**src/rtl/knight_pkg.sv**
```systemverilog
// knight_pkg: shared types and constants for the knight motion controller.
// Holds the motion state enum, HID keycodes, the signed velocity type and
// the press-edge helper used by the sequencer.
package knight_pkg;

  typedef logic signed [9:0] vel_t;

  typedef enum logic [1:0] {
    GROUND = 2'd0,
    RISE   = 2'd1,
    FALL   = 2'd2
  } motion_state_t;

  localparam logic [7:0] KEY_NONE  = 8'h00;
  localparam logic [7:0] KEY_A     = 8'h04;
  localparam logic [7:0] KEY_D     = 8'h07;
  localparam logic [7:0] KEY_J     = 8'h0D;
  localparam logic [7:0] KEY_SPACE = 8'h2C;

  // Width of the attack and cooldown frame counters.
  localparam int CNT_W = 8;

  // A press is a key that is down this frame but was not down last frame.
  function automatic logic key_pressed(input logic [7:0] cur,
                                       input logic [7:0] prev,
                                       input logic [7:0] code);
    return (cur == code) && (prev != code);
  endfunction

endpackage

```
**src/rtl/knight_motion_ctrl_if.sv**
```systemverilog
// knight_motion_ctrl_if: per-frame inputs (keyboard, floor contact) and the
// velocity/sprite outputs of the knight motion controller.
// master = stimulus/system side, slave = the controller.
interface knight_motion_ctrl_if;
  import knight_pkg::*;

  logic [7:0]    keycode;
  logic          on_ground;
  vel_t          x_vel;
  vel_t          y_vel;
  logic          facing_left;
  logic          attack_active;
  motion_state_t motion_state;

  modport master (
    output keycode, on_ground,
    input  x_vel, y_vel, facing_left, attack_active, motion_state
  );

  modport slave (
    input  keycode, on_ground,
    output x_vel, y_vel, facing_left, attack_active, motion_state
  );

endinterface

```
**src/rtl/frame_down_counter.sv**
```systemverilog
// frame_down_counter: loadable frame counter that decrements to zero and
// parks there. Load has priority over decrement. zero flags an idle counter.
module frame_down_counter #(
  parameter int W = 8
) (
  input  logic         frame_clk,
  input  logic         Reset,
  input  logic         load,
  input  logic [W-1:0] load_val,
  output logic [W-1:0] count,
  output logic         zero
);

  // Count register: load, otherwise step down until zero.
  // NOTE: sequential state uses non-blocking (<=) so every flop samples the
  // pre-edge values, independent of statement order.
  always_ff @(posedge frame_clk or posedge Reset) begin
    if (Reset)
      count <= '0;
    else if (load)
      count <= load_val;
    else if (count != '0)
      count <= count - W'(1);
  end

  assign zero = (count == '0);

endmodule

```
**src/rtl/knight_motion_ctrl.sv**
```systemverilog
// knight_motion_ctrl: per-frame motion and action sequencer for the knight.
// Samples keycode/on_ground once per frame_clk edge, runs the
// GROUND/RISE/FALL machine with gravity, drives horizontal run velocity and
// sequences the attack/cooldown timers.
// Optional build macro: KNIGHT_DOUBLE_JUMP_EN -- allows one extra jump while
// airborne, re-armed every frame spent on the ground.
module knight_motion_ctrl
  import knight_pkg::*;
#(
  parameter int GRAVITY         = 1,
  parameter int JUMP_V          = 12,
  parameter int MAX_FALL        = 8,
  parameter int RUN_V           = 3,
  parameter int ATTACK_FRAMES   = 6,
  parameter int COOLDOWN_FRAMES = 10
) (
  input logic                 frame_clk,
  input logic                 Reset,
  knight_motion_ctrl_if.slave bus
);

  localparam vel_t VEL_ZERO  = '0;
  localparam vel_t GRAV_V    = vel_t'(GRAVITY);
  localparam vel_t JUMP_INIT = vel_t'(-JUMP_V);
  localparam vel_t FALL_MAX  = vel_t'(MAX_FALL);
  localparam vel_t RUN_POS   = vel_t'(RUN_V);
  localparam vel_t RUN_NEG   = vel_t'(-RUN_V);

  logic [7:0]       prev_key;
  motion_state_t    state, state_next;
  vel_t             y_next, x_next, y_inc;
  logic             facing_next;
  logic             jump_press, j_press, air_jump;
  logic             atk_load, cool_load, atk_active_next;
  logic [CNT_W-1:0] atk_count, cool_count;
  logic             atk_zero, cool_zero;

  assign jump_press = key_pressed(bus.keycode, prev_key, KEY_SPACE);
  assign j_press    = key_pressed(bus.keycode, prev_key, KEY_J);
  assign y_inc      = bus.y_vel + GRAV_V;

  // Attack is accepted only with both timers idle; the cooldown starts on the
  // edge where the attack counter steps from 1 to 0.
  assign atk_load        = j_press && atk_zero && cool_zero;
  assign cool_load       = (atk_count == CNT_W'(1));
  assign atk_active_next = atk_load || (atk_count > CNT_W'(1));

  frame_down_counter #(.W(CNT_W)) u_attack_cnt (
    .frame_clk (frame_clk),
    .Reset     (Reset),
    .load      (atk_load),
    .load_val  (CNT_W'(ATTACK_FRAMES)),
    .count     (atk_count),
    .zero      (atk_zero)
  );

  frame_down_counter #(.W(CNT_W)) u_cooldown_cnt (
    .frame_clk (frame_clk),
    .Reset     (Reset),
    .load      (cool_load),
    .load_val  (CNT_W'(COOLDOWN_FRAMES)),
    .count     (cool_count),
    .zero      (cool_zero)
  );

  // Attack and cooldown phases are mutually exclusive by construction.
  assert property (@(posedge frame_clk) disable iff (Reset)
                   !((atk_count != '0) && (cool_count != '0)));

`ifdef KNIGHT_DOUBLE_JUMP_EN
  logic air_token;

  assign air_jump = jump_press && air_token && (state != GROUND);

  // Air-jump token: re-armed while grounded, spent by an airborne jump.
  always_ff @(posedge frame_clk or posedge Reset) begin
    if (Reset)
      air_token <= 1'b0;
    else if (state_next == GROUND)
      air_token <= 1'b1;
    else if (air_jump)
      air_token <= 1'b0;
  end
`else
  assign air_jump = 1'b0;
`endif

  // Vertical motion: next state and Y velocity with gravity and terminal speed.
  // NOTE: every always_comb output gets a default first so no path can
  // leave it unassigned and infer a latch.
  always_comb begin
    state_next = state;
    y_next     = bus.y_vel;
    case (state)
      GROUND: begin
        if (jump_press) begin
          state_next = RISE;
          y_next     = JUMP_INIT;
        end else if (!bus.on_ground) begin
          state_next = FALL;
          y_next     = VEL_ZERO;
        end else begin
          y_next = VEL_ZERO;
        end
      end
      RISE: begin
        if (air_jump) begin
          y_next = JUMP_INIT;
        end else if (y_inc >= VEL_ZERO) begin
          state_next = FALL;
          y_next     = VEL_ZERO;
        end else begin
          y_next = y_inc;
        end
      end
      FALL: begin
        if (bus.on_ground) begin
          state_next = GROUND;
          y_next     = VEL_ZERO;
        end else if (air_jump) begin
          state_next = RISE;
          y_next     = JUMP_INIT;
        end else if (y_inc > FALL_MAX) begin
          y_next = FALL_MAX;
        end else begin
          y_next = y_inc;
        end
      end
      default: begin
        state_next = GROUND;
        y_next     = VEL_ZERO;
      end
    endcase
  end

  // Horizontal motion: run keys win, air keeps momentum, ground stops, and a
  // grounded attack pins the knight in place.
  always_comb begin
    x_next      = bus.x_vel;
    facing_next = bus.facing_left;
    if (bus.keycode == KEY_A) begin
      x_next      = RUN_NEG;
      facing_next = 1'b1;
    end else if (bus.keycode == KEY_D) begin
      x_next      = RUN_POS;
      facing_next = 1'b0;
    end else if (state_next == GROUND) begin
      x_next = VEL_ZERO;
    end
    if ((state_next == GROUND) && atk_active_next)
      x_next = VEL_ZERO;
  end

  // Output and history registers, all updated once per frame.
  always_ff @(posedge frame_clk or posedge Reset) begin
    if (Reset) begin
      prev_key          <= KEY_NONE;
      state             <= GROUND;
      bus.x_vel         <= VEL_ZERO;
      bus.y_vel         <= VEL_ZERO;
      bus.facing_left   <= 1'b0;
      bus.attack_active <= 1'b0;
    end else begin
      prev_key          <= bus.keycode;
      state             <= state_next;
      bus.x_vel         <= x_next;
      bus.y_vel         <= y_next;
      bus.facing_left   <= facing_next;
      bus.attack_active <= atk_active_next;
    end
  end

  assign bus.motion_state = state;

endmodule

```
**src/flat_wrapper.sv**
```systemverilog
// flat-port wrapper written by rule: the top's interface ports become plain ports
module knight_motion_ctrl_flat import knight_pkg::*;
#(
  parameter int GRAVITY         = 1,
  parameter int JUMP_V          = 12,
  parameter int MAX_FALL        = 8,
  parameter int RUN_V           = 3,
  parameter int ATTACK_FRAMES   = 6,
  parameter int COOLDOWN_FRAMES = 10
)
  (frame_clk, Reset, bus_keycode, bus_on_ground, bus_x_vel, bus_y_vel, bus_facing_left, bus_attack_active, bus_motion_state);
  knight_motion_ctrl_if bus_i ();
  input logic frame_clk;
  input logic Reset;
  input wire logic [$bits(bus_i.keycode)-1:0] bus_keycode;
  input wire logic [$bits(bus_i.on_ground)-1:0] bus_on_ground;
  output wire logic [$bits(bus_i.x_vel)-1:0] bus_x_vel;
  output wire logic [$bits(bus_i.y_vel)-1:0] bus_y_vel;
  output wire logic [$bits(bus_i.facing_left)-1:0] bus_facing_left;
  output wire logic [$bits(bus_i.attack_active)-1:0] bus_attack_active;
  output wire logic [$bits(bus_i.motion_state)-1:0] bus_motion_state;
  assign bus_i.keycode = bus_keycode;
  assign bus_i.on_ground = bus_on_ground;
  assign bus_x_vel = bus_i.x_vel;
  assign bus_y_vel = bus_i.y_vel;
  assign bus_facing_left = bus_i.facing_left;
  assign bus_attack_active = bus_i.attack_active;
  assign bus_motion_state = bus_i.motion_state;
  knight_motion_ctrl #(.GRAVITY(GRAVITY), .JUMP_V(JUMP_V), .MAX_FALL(MAX_FALL), .RUN_V(RUN_V), .ATTACK_FRAMES(ATTACK_FRAMES), .COOLDOWN_FRAMES(COOLDOWN_FRAMES)) u_core (.frame_clk(frame_clk), .Reset(Reset), .bus(bus_i));
endmodule
```
**config.mk**
```make
export PLATFORM = sky130hd
export DESIGN_NAME = knight_motion_ctrl_flat
export DESIGN_NICKNAME = d
export VERILOG_FILES = /design/src/rtl/knight_pkg.sv /design/src/rtl/knight_motion_ctrl_if.sv /design/src/rtl/frame_down_counter.sv /design/src/rtl/knight_motion_ctrl.sv /design/src/flat_wrapper.sv
export SDC_FILE = /design/constraint.sdc
export NUM_CORES = 1
export LEC_CHECK = 0
export ABC_AREA = 1
export BUFFER_PORTS_ARGS = -buffer_cell sky130_fd_sc_hd__buf_2
export CAP_MARGIN = 40
export CORE_MARGIN = 8
export CORE_UTILIZATION = 35
export DETAILED_ROUTE_END_ITERATION = 12
export GPL_TIMING_DRIVEN = 0
export PLACE_DENSITY = 0.62
export SYNTH_ARGS = -nofsm -noshare
export SYNTH_HDL_FRONTEND = slang
export SYNTH_SLANG_ARGS = --single-unit
```
**constraint.sdc**
```tcl
create_clock -name frame_clk -period 2.9 [get_ports frame_clk]
set_input_delay 0.58 -clock frame_clk [delete_from_list [all_inputs] [get_ports frame_clk]]
set_output_delay 0.58 -clock frame_clk [all_outputs]
set_load 0.005 [all_outputs]
```
==> run_results.csv <==
group,metric,value,unit
synth,synth_cell_types,28,
place,placedCellCount,407,
route,postRouteWirelength,4716,µm
timing,worst_pin_slew,0.5012,ns
flow_run,max_cap_violations,0,
hold_path,hold_path_class,"in2async",
finish,fin_cells,415,
finish,fillCellCount,660,
grt,grt_pass1_wl,8411,µm
clock_network,cts_resized,0,
grt,grt_usage,10.53,%
floorplan,fp.coreArea,6314,µm²
floorplan,die_x,96.71,µm
synth,synth_area,2280,µm²
route,vias,1924,
grt,grt_max_degree,33,
outcome,status,"finished, final reports clean",
power,pwr-share-clk,30.8,%
clock_network,cts_hold_buffers,0,
route,drcViolationCount,0,
synth,synthArstFlopShare,100.0,%
timing,period_needed,1.675,ns
route,drtIter0Drc,67,
finish,area_growth,18.61,%
floorplan,dieArea,9352,µm²
clock_network,postCtsSetupBuffers,0,
synth,synth_edf_count,0,
timing,rsz0062_at_grt,"false",
timing,drv_slew,0,
timing,slew_headroom,66.47,%
critical_path,cp_data_arrival_time,1.87,ns
timing,report.final.setup_viol,0,
grt,overflow,0,
timing,finalSetupTns,0,ns
synth,yosys_register_bits,41,
power,p_per_area,667.9,nW/µm²
critical_path,endpoint_kind,"flip-flop",
synth,synth_flop_cell,"dfrtp_1",
place,gp_congestion,0.8147,
timing,clock_skew,0.008383,ns
power,cellLeakagePower,1.466,nW
critical_path,crit_type,"reg2reg",
finish,fin_nets,353,
critical_path,startpoint_type,"flip-flop",
clock_network,cts_tree,"yes",
clock_network,clock_sinks,41,
place,dpl.hpwl,3725,µm
clock_network,root_buffer,"clkbuf_8",
power,seqPwrFrac,43.1,%
finish,antennaDiodeCount,0,
grt,antenna_found_initial,0,
power,combPwrFrac,26.0,%
timing,finalHoldViolations,0,
clock_network,cts_buffers,5,
clock_network,clk_pin_slew,0.09,ns
floorplan,die_y,96.71,µm
clock_network,clock_latency,0.30,ns
synth,yosys_warnings,0,
clock_network,htree_levels,2,
critical_path,critPathMaxFanout,5,
power,internal-power,0.001231,W
synth,avgSynthCellArea,7.728,µm²
route,ant_nets,0,
route,wire_per_inst,11.36,µm
finish,drive_gt1_share,22.78,%
timing,finalCritPeriodShare,57.75,%
timing,timing.fmax,597.1,MHz
power,switchingPower,0.0005750,W
critical_path,worst_r2r_path_depth,9,
route,viasPerCell,4.636,
synth,synth_cells,295,
clock_network,cts.path.max_buffers,2,
power,ir_drop,0.4027,mV
synth,syn_nets,311,
route,detail_route.first_pass.iterations,4,
place,io_buffers,34,
floorplan,num_rows,29,
power,switching_share,31.84,%
floorplan,initial_utilization,36.11,%
grt,grt_pass1_vias,1935,
floorplan,num_io_pins,35,
synth,ys_seq_area_share,45.01,%
critical_path,critPathRequiredTime,3.10,ns
-- final timing paths --
kind	endpoint	start	slack, ns
max in group asynchronous	u_core.bus.attack_active	Reset	2.28
setup / recovery	u_core.bus.x_vel[1]	u_core.u_attack_cnt.count[0]	1.23
hold / removal	u_core.bus.y_vel[4]	Reset	0.19
setup reg to reg	u_core.bus.x_vel[1]	u_core.u_attack_cnt.count[0]	1.23
hold reg to reg	u_core.bus.x_vel[0]	u_core.bus.x_vel[0]	0.48
min in group frame_clk	u_core.prev_key[7]	bus_keycode[7]	0.40
-- per-layer routing --
layer  share of wire [%]  global-route usage, %  vias up  wire [µm]
met5                   0                      0        -          0
li1                    -                      -     1006          -
met3                 4.2                  3.129       10        197
met4                 1.5                  3.669        0         72
met1                  45                  11.50      878       2106
met2                  50                  18.80       30       2340
-- sequential cells by signal (all words and copies together), names as in the netlist --
register / cells
u_core.bus.attack_active: 1
u_core.bus.facing_left: 1
u_core.bus.motion_state: 2
u_core.bus.x_vel: 3
u_core.bus.y_vel: 10
u_core.prev_key: 8
u_core.u_attack_cnt.count: 8
u_core.u_cooldown_cnt.count: 8
-- power by group through the flow --
stage          clock, W  combinational (W)  sequential (W)
6_report       0.000557           0.000470        0.000779
5_1_grt        0.000594           0.000554        0.000796
4_1_cts        0.000573           0.000479        0.000779
3_5_place_dp          0           0.000471        0.000788
3_3_place_gp          0           0.000451        0.000788
2_1_floorplan         0           0.000378        0.000774
-- cell families after synthesis --
| kind of cell | Yosys count | synth area share [%] |
|---|---|---|
| adder cells (fa/ha/maj) | 5 | 2.744 |
| buffers and inverters | 59 | 10.87 |
| AND/OR/NAND/NOR | 166 | 34.30 |
| AO/OA/AOI/OAI | 18 | 4.775 |
| flip-flops | 41 | 45.01 |
| XOR/XNOR | 6 | 2.306 |
-- synth_stat cells (all sizes together), types with 2 or more instances --
master / n / share of area [%]
a21oi: 4 / 1.0
buf: 7 / 2.3
dfrtp: 41 / 45
ha: 5 / 2.7
inv: 52 / 8.6
nand2: 78 / 14
nand3: 36 / 9.0
nand4: 8 / 2.2
nor2: 37 / 7.2
nor3: 5 / 1.3
nor4: 2 / 0.55
o211ai: 2 / 0.66
o21ai: 8 / 1.8
xnor2: 3 / 1.2
xor2: 3 / 1.2
-- layout by cell type (no fill, tap or decap), drive strengths merged --
cell	count
xor2	3
buf	42
inv	53
nand2	78
xnor2	3
dfrtp	41
a21oi	4
a21o	1
o31ai	1
nor2	37
bufinv	2
ha	5
nand3	36
o21ai	8
nor3	5
clkbuf	5
nand4	8
o21bai	1
nor4	2
a211oi	1
o211ai	2
-- per-stage QoR --
stage / cell area [µm²] / hold slack (ns) / util, % / setup slack [ns] / total power (W)
after floorplan: 2280 / 0.4565 / - / 1.374 / 0.001153
after global placement: 2546 / 0.4666 / 40.33 / 0.7851 / 0.001239
after detailed placement: 2566 / 0.4641 / 40.65 / 1.029 / 0.001260
after CTS: 2704 / 0.1859 / 42.83 / 1.193 / 0.001831
after global routing: 2704 / 0.1890 / 42.83 / 0.9804 / 0.001943
final: 2704 / 0.1871 / 42.83 / 1.225 / 0.001806
-- worst max-delay path, stage by stage, from the launching register on --
cell and delay (ns):
dfrtp_1 0.41, inv_1 0.11, ha_1 0.21, nand2_1 0.10
nor2_2 0.22, nand4_1 0.14, o21ai_1 0.17, nand2_2 0.10
nand2_1 0.06, nand2_1 0.04
-- layout make-up --
cell class	count	area (µm²)	share of cell area, %
sequential	41	1026	37.95
timing repair buffer	35	190.2	7.034
buffer	7	52.55	1.944
multi-input combinational	195	1006	37.20
tap	77	96.34	3.563
inverter	52	195.2	7.219
clock inverter	3	68.82	2.545
clock buffer	5	68.82	2.545
No activity file was read; power rests on OpenSTA's default activity.
